### config.mk
export PLATFORM = sky130hd
export DESIGN_NAME = lvds_tx_scheduler
export DESIGN_NICKNAME = d
export VERILOG_FILES = /design/src/rtl/lvds_tx_scheduler.sv
export SDC_FILE = /design/constraint.sdc
export NUM_CORES = 1
export LEC_CHECK = 0
export ABC_AREA = 1
export CORE_MARGIN = 3
export CORE_UTILIZATION = 48
export DETAILED_ROUTE_END_ITERATION = 7
export PLACE_DENSITY = 0.79
export SLEW_MARGIN = 10
export SYNTH_ARGS = -nofsm -noshare
export SYNTH_HDL_FRONTEND = slang
export SYNTH_SLANG_ARGS = --single-unit
### constraint.sdc
create_clock -name clk_serial -period 2.35 [get_ports clk_serial]
set_input_delay 0.5875 -clock clk_serial [delete_from_list [all_inputs] [get_ports clk_serial]]
set_output_delay 0.5875 -clock clk_serial [all_outputs]
set_load 0.01 [all_outputs]
### src/rtl/lvds_tx_scheduler.sv
// lvds_tx_scheduler: round-robin arbiter that shares one lvds_serializer between
// NUM_REQ parallel-word requesters. Each grant issues one word with a single-cycle
// tx_word_valid pulse. The scheduler then follows the frame through tx_frame_pulse
// and does not re-arm until the serializer has shifted out the whole word.
// Optional feature: define LVDS_TX_TRAIN_EN to send TRAIN_COUNT frames of
// TRAIN_WORD after reset, before arbitration starts.
module lvds_tx_scheduler #(
    parameter int                        PARALLEL_WIDTH = 8,
    parameter int                        NUM_REQ        = 4,
    parameter int                        FRAME_TIMEOUT  = 8,
    parameter logic [PARALLEL_WIDTH-1:0] TRAIN_WORD     = 8'hA5,
    parameter int                        TRAIN_COUNT    = 4
) (
    input  logic                               clk_serial,
    input  logic                               reset,
    input  logic [NUM_REQ-1:0]                 req,
    input  logic [NUM_REQ*PARALLEL_WIDTH-1:0]  req_word,
    output logic [NUM_REQ-1:0]                 grant,
    output logic [PARALLEL_WIDTH-1:0]          tx_parallel_word,
    output logic                               tx_word_valid,
    input  logic                               tx_frame_pulse,
    output logic [$clog2(NUM_REQ)-1:0]         active_id,
    output logic                               busy,
    output logic                               timeout_err,
    output logic [15:0]                        frame_count,
    output logic                               train_done
);

    localparam int ID_W   = $clog2(NUM_REQ);
    localparam int TCNT_W = $clog2(FRAME_TIMEOUT) + 1;
    localparam int SCNT_W = $clog2(PARALLEL_WIDTH) + 1;

    typedef enum logic [2:0] {
        ST_IDLE,
        ST_ISSUE,
        ST_WAIT_FRAME,
        ST_SHIFT
`ifdef LVDS_TX_TRAIN_EN
        , ST_TRAIN
`endif
    } state_t;

`ifdef LVDS_TX_TRAIN_EN
    localparam int     TRN_W       = $clog2(TRAIN_COUNT) + 1;
    localparam state_t RESET_STATE = ST_TRAIN;
    logic [TRN_W-1:0] trn_cnt_q, trn_cnt_d;
    logic             trn_done_q, trn_done_d;
`else
    localparam state_t RESET_STATE = ST_IDLE;
    // The training configuration has no effect without the feature.
    logic unused_train_cfg;
    assign unused_train_cfg = ^{TRAIN_WORD, 32'(TRAIN_COUNT)};
`endif

    state_t                    state_q, state_d;
    logic [ID_W-1:0]           ptr_q, ptr_d;
    logic [NUM_REQ-1:0]        grant_q, grant_d;
    logic [PARALLEL_WIDTH-1:0] word_q, word_d;
    logic                      valid_q, valid_d;
    logic [ID_W-1:0]           id_q, id_d;
    logic [TCNT_W-1:0]         tcnt_q, tcnt_d;
    logic [SCNT_W-1:0]         scnt_q, scnt_d;
    logic                      terr_q, terr_d;
    logic [15:0]               fcnt_q, fcnt_d;

    logic                      sel_found;
    logic [ID_W-1:0]           sel_id;
    logic                      frame_end;
    logic                      frame_ok;

    // Index of the requester 'offset' places after 'base', wrapping at NUM_REQ.
    function automatic logic [ID_W-1:0] rr_index(input logic [ID_W-1:0] base, input int offset);
        int sum;
        sum = int'(base) + offset;
        if (sum >= NUM_REQ) sum -= NUM_REQ;
        return ID_W'(sum);
    endfunction

    // Round-robin pick: the first set req bit at or after the pointer, wrapping.
    always_comb begin
        sel_found = 1'b0;
        sel_id    = '0;
        for (int k = 0; k < NUM_REQ; k++) begin
            if (!sel_found && req[rr_index(ptr_q, k)]) begin
                sel_found = 1'b1;
                sel_id    = rr_index(ptr_q, k);
            end
        end
    end

    // Next-state logic: issue, follow the frame, then release the serializer.
    always_comb begin
        // NOTE: every variable gets its default value first, so no path can infer a latch.
        state_d   = state_q;
        ptr_d     = ptr_q;
        grant_d   = '0;
        valid_d   = 1'b0;
        word_d    = word_q;
        id_d      = id_q;
        tcnt_d    = tcnt_q;
        scnt_d    = scnt_q;
        terr_d    = terr_q;
        fcnt_d    = fcnt_q;
        frame_end = 1'b0;
        frame_ok  = 1'b0;
`ifdef LVDS_TX_TRAIN_EN
        trn_cnt_d  = trn_cnt_q;
        trn_done_d = trn_done_q;
`endif
        case (state_q)
            ST_IDLE: begin
                if (sel_found) begin
                    grant_d = {{(NUM_REQ-1){1'b0}}, 1'b1} << sel_id;
                    word_d  = req_word[int'(sel_id)*PARALLEL_WIDTH +: PARALLEL_WIDTH];
                    valid_d = 1'b1;
                    id_d    = sel_id;
                    ptr_d   = (sel_id == ID_W'(NUM_REQ - 1)) ? '0 : sel_id + 1'b1;
                    state_d = ST_ISSUE;
                end
            end
            ST_ISSUE: begin
                tcnt_d  = '0;
                state_d = ST_WAIT_FRAME;
            end
            ST_WAIT_FRAME: begin
                // A pulse that arrives on the last allowed cycle still counts as on time.
                if (tx_frame_pulse) begin
                    scnt_d  = SCNT_W'(PARALLEL_WIDTH - 1);
                    state_d = ST_SHIFT;
                end else if (tcnt_q == TCNT_W'(FRAME_TIMEOUT - 1)) begin
                    terr_d    = 1'b1;
                    frame_end = 1'b1;
                end else begin
                    tcnt_d = tcnt_q + 1'b1;
                end
            end
            ST_SHIFT: begin
                if (scnt_q == '0) begin
                    frame_end = 1'b1;
                    frame_ok  = 1'b1;
                end else begin
                    scnt_d = scnt_q - 1'b1;
                end
            end
`ifdef LVDS_TX_TRAIN_EN
            ST_TRAIN: begin
                word_d  = TRAIN_WORD;
                valid_d = 1'b1;
                id_d    = '0;
                state_d = ST_ISSUE;
            end
`endif
            default: state_d = ST_IDLE;
        endcase

        // A training frame counts as sent whether it completed or timed out.
        if (frame_end) begin
`ifdef LVDS_TX_TRAIN_EN
            if (trn_done_q) begin
                state_d = ST_IDLE;
                if (frame_ok) fcnt_d = fcnt_q + 16'd1;
            end else begin
                trn_cnt_d = trn_cnt_q + 1'b1;
                if (trn_cnt_q == TRN_W'(TRAIN_COUNT - 1)) begin
                    trn_done_d = 1'b1;
                    state_d    = ST_IDLE;
                end else begin
                    state_d = ST_TRAIN;
                end
            end
`else
            state_d = ST_IDLE;
            if (frame_ok) fcnt_d = fcnt_q + 16'd1;
`endif
        end
    end

    // State and output registers. Reset takes priority over every other update.
    always_ff @(posedge clk_serial) begin
        // NOTE: non-blocking assignments make every register sample values from before the edge.
        if (reset) begin
            state_q <= RESET_STATE;
            ptr_q   <= '0;
            grant_q <= '0;
            word_q  <= '0;
            valid_q <= 1'b0;
            id_q    <= '0;
            tcnt_q  <= '0;
            scnt_q  <= '0;
            terr_q  <= 1'b0;
            fcnt_q  <= '0;
`ifdef LVDS_TX_TRAIN_EN
            trn_cnt_q  <= '0;
            trn_done_q <= 1'b0;
`endif
        end else begin
            state_q <= state_d;
            ptr_q   <= ptr_d;
            grant_q <= grant_d;
            word_q  <= word_d;
            valid_q <= valid_d;
            id_q    <= id_d;
            tcnt_q  <= tcnt_d;
            scnt_q  <= scnt_d;
            terr_q  <= terr_d;
            fcnt_q  <= fcnt_d;
`ifdef LVDS_TX_TRAIN_EN
            trn_cnt_q  <= trn_cnt_d;
            trn_done_q <= trn_done_d;
`endif
        end
    end

    assign grant            = grant_q;
    assign tx_parallel_word = word_q;
    assign tx_word_valid    = valid_q;
    assign active_id        = id_q;
    assign busy             = (state_q != ST_IDLE);
    assign timeout_err      = terr_q;
    assign frame_count      = fcnt_q;
`ifdef LVDS_TX_TRAIN_EN
    assign train_done       = trn_done_q;
`else
    assign train_done       = 1'b1;
`endif

endmodule

# Word-level counts from Yosys, hierarchy flattened
# Cells that the tools add are included.
[totals] word_cells=101 reg_bits=45 inputBits=39 out_inout_bits=34
[op_classes] eq_ne=10 n_addsub=11 n_lt_le_gt_ge=8 n_mux=36 shifts=2 reduce_logical=20 bitwise_logic=4
[ops] cell="32-bit by 6-bit variable part select with 8-bit output" count=1
[ops] cell="2-bit 2-to-1 mux" count=9
[ops] cell="16-bit by 1-bit adder with 16-bit output, second input constant" count=1
[ops] cell="4-bit 2-to-1 mux" count=4
[ops] cell="4-bit case mux with 2 select lines" count=2
[ops] cell="1-bit 2-to-1 mux" count=13
[ops] cell="2-bit by 3-bit less-than comparator with 1-bit output, second input constant" count=4
[ops] cell="3-bit case mux with 4 select lines" count=1
[ops] cell="3-bit AND reduction" count=4
[ops] cell="2-bit != test, second input constant" count=5
[ops] cell="3-bit >= comparator, second input constant" count=3
[ops] cell="1-bit binary-select mux with 2-bit select" count=4
[ops] cell="2-bit by 1-bit subtractor with 2-bit output, second input constant" count=4
[ops] cell="2-bit by 2-bit adder with 3-bit output, second input constant" count=2
[ops] cell="3-bit by 2-bit == test with 1-bit output, second input constant" count=2
[ops] cell="3-bit 2-to-1 mux" count=2
[ops] cell="4-bit by 1-bit adder with 4-bit output, second input constant" count=1
[ops] cell="4-bit by 3-bit == test with 1-bit output, second input constant" count=1
[ops] cell="4-bit logical NOT" count=1
[ops] cell="1-bit NOT" count=4
[ops] cell="2-bit AND reduction" count=2
[ops] cell="2-bit nonzero test" count=2
[ops] cell="2-bit OR reduction" count=2
[ops] cell="1-bit by 2-bit left shift with 4-bit output, first input constant" count=1
[ops] cell="other kinds (12)" count=16

# Logic depth before layout (Yosys ltp)
# Gate-level depths: netlist of run 1.
[depth] depth_word=16 mapped_depth=15 ltp_nobuf=14

# Least setup slack after synthesis of run 1
# Ideal clock, no wire load.
[synth_timing] path_kind="input -> register" start="input req[3]" end="register ptr_q[1]" n_path_buf=1 slack_ns=0.350 arrival_ns=1.881 required_ns=2.231 path_stages=12 cell_sequence="inv_1 nand2_2 nand3_1 nand2_2 nor2_4 nand3_4 nand3_2 buf_6 inv_2 ha_1 o21ai_0 a21oi_1"
[synth_via] elab_chain_len=14 word_cells_on_any_way=26 cone_classes="add/sub (1); eq/ne (1); mux (17); reduce/logical (7)"
[synth_rtl] element="start: declaration" line_no="16" source="input logic [NUM_REQ-1:0] req,"
[synth_rtl] element="1-bit binary-select mux with 2-bit select" line_no="84" source="if (!sel_found && req[rr_index(ptr_q, k)]) begin"
[synth_rtl] element="1-bit 2-to-1 mux (not written as such)" line_no="84"
[synth_rtl] element="1-bit 2-to-1 mux" line_no="84"
[synth_rtl] element="1-bit logical NOT" line_no="84"
[synth_rtl] element="1-bit logical AND" line_no="84"
[synth_rtl] element="1-bit 2-to-1 mux" line_no="84"
[synth_rtl] element="1-bit logical NOT" line_no="84"
[synth_rtl] element="1-bit logical AND" line_no="84"
[synth_rtl] element="1-bit 2-to-1 mux" line_no="84"
[synth_rtl] element="1-bit logical NOT" line_no="84"
[synth_rtl] element="1-bit logical AND" line_no="84"
[synth_rtl] element="2-bit 2-to-1 mux (*)" line_no="84"
[synth_rtl] element="via sel_id[0]" line_no="67" source="logic [ID_W-1:0] sel_id;"
[synth_rtl] element="2-bit by 1-bit adder with 2-bit output or 2-bit == test (tied branches)" line_no="117" source="ptr_d = (sel_id == ID_W'(NUM_REQ - 1)) ? '0 : sel_id + 1'b1;"
[synth_rtl] element="2-bit 2-to-1 mux (*)" line_no="117"
[synth_rtl] element="end signal: assignment" line_no="198" source="ptr_q <= ptr_d;"
[synth_rtl] element="end: declaration" line_no="56" source="logic [ID_W-1:0] ptr_q, ptr_d;"
# The timed path passes the listed nets; every way through them passes the cells marked *. The select of a mux whose other input is x is not followed.
# A chain may end at the register's enable or synchronous reset.

# Worst setup path in the final report of run 1
[layout_timing] start="register state_q[0]" end="output busy"
[layout_via] elab_chain_len=1
[layout_rtl] element="start: declaration" line_no="55" source="state_t state_q, state_d;"
[layout_rtl] element="start signal: assignment" line_no="197" source="state_q <= state_d;"
[layout_rtl] element="3-bit nonzero test" line_no="218" source="assign busy = (state_q != ST_IDLE);"
[layout_rtl] element="end: declaration" line_no="23" source="output logic busy,"
# No other way between the ends.

==> reports/metrics.cfg, run 1 <==
[run_status]
status=finished, final reports clean

[hold_path]
min-delay-start=timeout_err
holdPathStages=2
hold_end=timeout_err
hold_path.class=register to register

[clock_tree]
cts_sinks=44
clk_pin_slew_ns=0.08
clk_latency_ns=0.29
postCtsResizedCells=0
hold_buffers=0
clk_path_buf_depth=2
post-cts-setup-buffers=0
cts_tree=done
cts_root_buf=clkbuf_8
cts_buffers=5
htreeDepth=2

[worst_setup_path]
r2r_end=ptr_q[1]
crit_fanout=3
cpMaxStageDelayCell=clkdlybuf4s50_1
start_kind=register
r2r_slack_ns=0.46
crit_path_max_incr_delay_ns=0.54
r2r_cells=11
critical_path_buf_inv_count=3
r2r_start=ptr_q[0]
worstPathArrival_ns=1.65
worst_setup_path_end_kind=primary output
required_ns=1.76
cp_cell_sequence=inv_1 > ha_1 > inv_1 > clkdlybuf4s50_1
criticalPathCategory=register to primary output
cp_top_family=buffers and inverters
crit_top_cell=inv_1

[floorplanning]
core_area_um2=5170
die_w_um=79.7
fp-row-count=26
initial_core_util=0.504
die_area_um2=6360
pin_count=73
die_h_um=79.7

[power_and_ir_drop]
clkPwrFrac=0.148
p_int_mw=2.21
pwr-share-comb=0.587
p_leak_nw=1.70
pwr-share-seq=0.265
peakVddDrop_v=0.000565
switching_power_mw=1.61
powerDensity_nw_per_um2=1070
sw_frac_of_total=0.422

[timing]
fin_setup_tns_ns=0
fin_skew_ns=0.00496
period_needed_ns=2.24
slew_viol_final=0
relSlewSlack=0.612
rsz0062_at_grt=no
tightestPinTransition_ns=0.577
max_freq_ghz=0.446
final-hold-violation-count=0
period_share=0.954
setup_violations=0

[final_layout]
seq_area_um2=881
fillers=439
multi_input_area_um2=1330
area_growth_pct=37.5
num_antenna_cells=0
num-nets-final=530
design_area_um2=3590
drive_gt1_frac=0.0932
final_cell_mix=nand2_1 (79), inv_1 (76), clkdlybuf4s50_1 (71), dfxtp_1 (44)
layout_commonest_cell=nand2_1

[yosys]
synthArstFlopShare=0
synth_seq_cells=44
syn_nets=445
synth_edf_count=0
synth_top_area_frac=0.338
syn-cell-area_um2=2610
synth_cell_types=35
syn_inst=397
ys.flop_type=dfxtp_1
syn_avg_cell_area_um2=6.57
ys_seq_area_frac=0.338
yosysWarnings=0
synth_area_leaders=dfxtp_1 (34%), nand2_1 (11%), inv_1 (11%)
synth_largest_area_cell=dfxtp_1

[global_routing]
antenna_found_initial=0
grt_pass1_vias=2588
grt_pass1_wl_um=11100
grt_util_all_layers=0.215
grt_max_degree=22
grt-ovfl-total=0

[drt]
routed_wl_um=6620
ant_nets=0
drt_iter0_markers=105
dr_total_vias=2758
wire_per_inst_um=12.0
viasPerCell=4.99
detailedRoute.firstPassIterationCount=4
drc=0

[run]
cap_violations=0

[place]
port_buffers=71
routabilityCongestion=0.958
placed_cell_area_um2=3480
place_hpwl_um=5080

[cells by family (layout without fill, tap and decap cells)]
group | Yosys count | in the layout | share of synthesized area
DFF | 44 | 44 | 0.338
xor gates and xnor gates | 3 | 3 | 0.0101
AOI/OAI and AO/OA | 41 | 41 | 0.0863
other | 1 | 1 | 0.00144
adders and majority gates | 9 | 9 | 0.0432
buffers and inverters | 95 | 181 | 0.153
and+or+nand+nor | 204 | 204 | 0.368
[how the worst max path moves through the flow]
stage | start | to | slack [ns] | cells after the start
finish | state_q[0] | busy | 0.11 | 4
global placement | req[1] | ptr_q[1] | 0.00009 | 12
global route | state_q[0] | busy | 0.05 | 4
floorplan | req[3] | ptr_q[1] | 0.35 | 12
detailed placement | req[1] | ptr_q[1] | -0.04 | 12
CTS | state_q[0] | busy | 0.10 | 4
[power by group through the flow]
stage	combinational (mW)	sequential, mW	clock [mW]
2_1_floorplan	1.41	1.06	0
3_3_place_gp	2.18	1.02	0
3_5_place_dp	2.22	1.03	0
4_1_cts	2.24	1.01	0.574
5_1_grt	2.50	1.03	0.604
6_report	2.24	1.01	0.566
[registers in the layout, summed over array words and instances, names as in the netlist]
signal and flops:
timeout_err 1, tx_word_valid 1, tx_parallel_word 8, ptr_q 2, frame_count 16, tcnt_q 4, grant 4, active_id 2
scnt_q 4, state_q 2
[cells in the mapped netlist, types with 2 or more instances]
| cell type | number |
|---|---|
| nand2_1 | 79 |
| ha_1 | 9 |
| clkbuf_1 | 3 |
| buf_2 | 3 |
| nor3_1 | 9 |
| dfxtp_1 | 44 |
| nor2_1 | 39 |
| o21ai_0 | 13 |
| a31oi_1 | 4 |
| nand2_2 | 5 |
| xor2_1 | 3 |
| a21oi_1 | 18 |
| buf_6 | 4 |
| inv_1 | 76 |
| a211oi_1 | 2 |
| nand3_1 | 39 |
| nand3_2 | 2 |
| nor3b_1 | 3 |
| inv_2 | 6 |
| nand4_1 | 19 |
| nor4_1 | 2 |
| buf_4 | 2 |
[layout make-up]
type	instances	area share
Tap cell	70	0.0244
Inverter	82	0.0858
Sequential cell	44	0.246
Clock inverter	2	0.00977
Clock buffer	6	0.0202
Timing Repair Buffer	91	0.244
Multi-Input combinational cell	258	0.371
[metrics by stage]
step	power, mW	worst slack [ns]	utilization	hold slack, ns	std cells
detailed placement	3.25	-0.0365	0.672	0.447	545
global placement	3.21	0.0000946	0.672	0.442	545
finish	3.82	0.109	0.693	0.462	553
floorplan	2.46	0.350	-	0.431	397
CTS	3.83	0.102	0.693	0.461	553
global route	4.14	0.0479	0.693	0.484	553
[worst reg2reg max path, delay by kind of cell, from the launching register on]
family / cells / cell delay [ns]
adders and majority gates: 1 / 0.26
buffers and inverters: 2 / 0.25
AOI/OAI and AO/OA: 2 / 0.21
DFF: 1 / 0.42
and+or+nand+nor: 6 / 0.67
[layer usage]
layer / vias to the layer above / GRT usage / share of wire
met3: 6 / 0.0429 / 0.069
met1: 1232 / 0.263 / 0.44
met4: 0 / 0.0412 / 0.0066
met5: - / 0 / 0
li1: 1431 / - / -
met2: 89 / 0.390 / 0.48
(Power assumes the default switching activity.)
==> run 2: changes to the inputs <==
--- a/config.mk
+++ b/config.mk
@@ -10,6 +10,7 @@
 export CORE_UTILIZATION = 48
 export DETAILED_ROUTE_END_ITERATION = 7
 export PLACE_DENSITY = 0.79
+export RECOVER_POWER = 100
 export SLEW_MARGIN = 10
 export SYNTH_ARGS = -nofsm -noshare
 export SYNTH_HDL_FRONTEND = slang
==> run 2 against run 1 <==
  * Register-to-register slack lost 0.09 ns
  * Routed wire length about the same
  * Sequential power is essentially flat
  * Cell area shrank 0.66%
  * Clock-buffer cell count stayed put
  * First-iteration DRC count increased by 3.8%
  * Non-clock buffer count unchanged
  * Sequential share of layout area rose by 0.16 points
  * Critical endpoint unchanged
  * Largest power group unchanged
==> reports/metrics.cfg, run 2 (synthesized netlist as in run 1, its figures left out) <==
[run_status]
status=finished, final reports clean

[clock_tree]
post-cts-setup-buffers=0
hold_buffers=0
cts_tree=done
postCtsResizedCells=0
cts_buffers=5
clk_path_buf_depth=2
clk_pin_slew_ns=0.08
clk_latency_ns=0.29
cts_sinks=44
htreeDepth=2
cts_root_buf=clkbuf_8

[floorplanning]
fp-row-count=26
initial_core_util=0.504
die_area_um2=6360
pin_count=73
die_w_um=79.7
core_area_um2=5170
die_h_um=79.7

[final_layout]
num_antenna_cells=0
design_area_um2=3560
drive_gt1_frac=0.0787
area_growth_pct=36.5
largest_reg_flops=16
final_cells=553
final_cell_mix=nand2_1 (80), inv_1 (78), dfxtp_1 (44), nand3_1 (40), nor2_1 (39)
layout_commonest_cell=nand2_1
num-nets-final=530

[hold_path]
hold_path.class=register to register

[timing]
slew_viol_final=0
final-hold-violation-count=0
tightestPinTransition_ns=0.564
rsz0062_at_grt=no
relSlewSlack=0.620
max_freq_ghz=0.455
period_share=0.936
setup_ws_ns=0.150
setup_violations=0
fin_skew_ns=0.00624
period_needed_ns=2.20

[place]
post-place-ws_ns=-0.0365
routabilityCongestion=0.958
port_buffers=71
place_hpwl_um=5080
dp_cells=545
placed_cell_area_um2=3480

[drt]
drc=0
ant_nets=0
dr_total_vias=2732
drt_iter0_markers=109
viasPerCell=4.94
wire_per_inst_um=12.0
detailedRoute.firstPassIterationCount=4
routed_wl_um=6620

[run]
cap_violations=0

[worst_setup_path]
worstPathArrival_ns=1.61
crit_fanout=3
required_ns=1.76
worst_setup_path_end_kind=primary output
criticalPathCategory=register to primary output
start_kind=register

[global_routing]
grt_max_degree=22
grt-ovfl-total=0
grt_pass1_wl_um=11100
grt_pass1_vias=2588
grt_util_all_layers=0.215
antenna_found_initial=0

[power_and_ir_drop]
powerDensity_nw_per_um2=1050
peakVddDrop_v=0.000583
p_leak_nw=1.78
power.total_mw=3.73

-- run 2: worst max-delay path: stages, from the launching register on --
cell	delay, ns
dfxtp_1	0.38
inv_1	0.10
ha_1	0.23
inv_1	0.08
clkdlybuf4s50_1	0.53
-- run 2: area by class of cell --
class                   instances  area [µm²]
repair buffers                 91         862
clock buffers                   6        72.6
clock inverters                 2        35.0
flip-flops and latches         44         881
inverters                      82         308
well taps                      70        87.6
multi-input cells             258        1320
fillers                       446        1610
-- run 2: path summary, 6_finish.rpt --
check / startpoint / endpoint / slack, ns / depth (start not counted)
worst max-delay path: state_q[0] / busy / 0.15 / 4
worst min-delay path: timeout_err / timeout_err / 0.46 / 2
worst min register to register: timeout_err / timeout_err / 0.46 / 2
worst max register to register: scnt_q[0] / scnt_q[0] / 0.37 / 9
-- run 2: metal layers --
metal / track usage / vias to the layer above / share of wire
met5: 0 / - / 0
met1: 0.263 / 1212 / 0.44
li1: - / 1430 / -
met3: 0.0429 / 4 / 0.070
met2: 0.390 / 86 / 0.49
met4: 0.0412 / 0 / 0.0057
-- run 2: per-stage QoR --
stage               utilization  hold slack (ns)  setup TNS [ns]
global route              0.689            0.481               0
finish                    0.689            0.458               0
CTS                       0.693            0.461               0
floorplan                     -            0.431               0
detailed placement        0.672            0.447         -0.0617
global placement          0.672            0.442               0
-- run 2: report_power, final --
part | total [mW] | internal [mW] | switching, mW
Combinational | 2.16 | 0.918 | 1.24
Sequential | 1.01 | 0.912 | 0.0934
Clock | 0.564 | 0.315 | 0.249
Total | 3.73 | 2.15 | 1.59
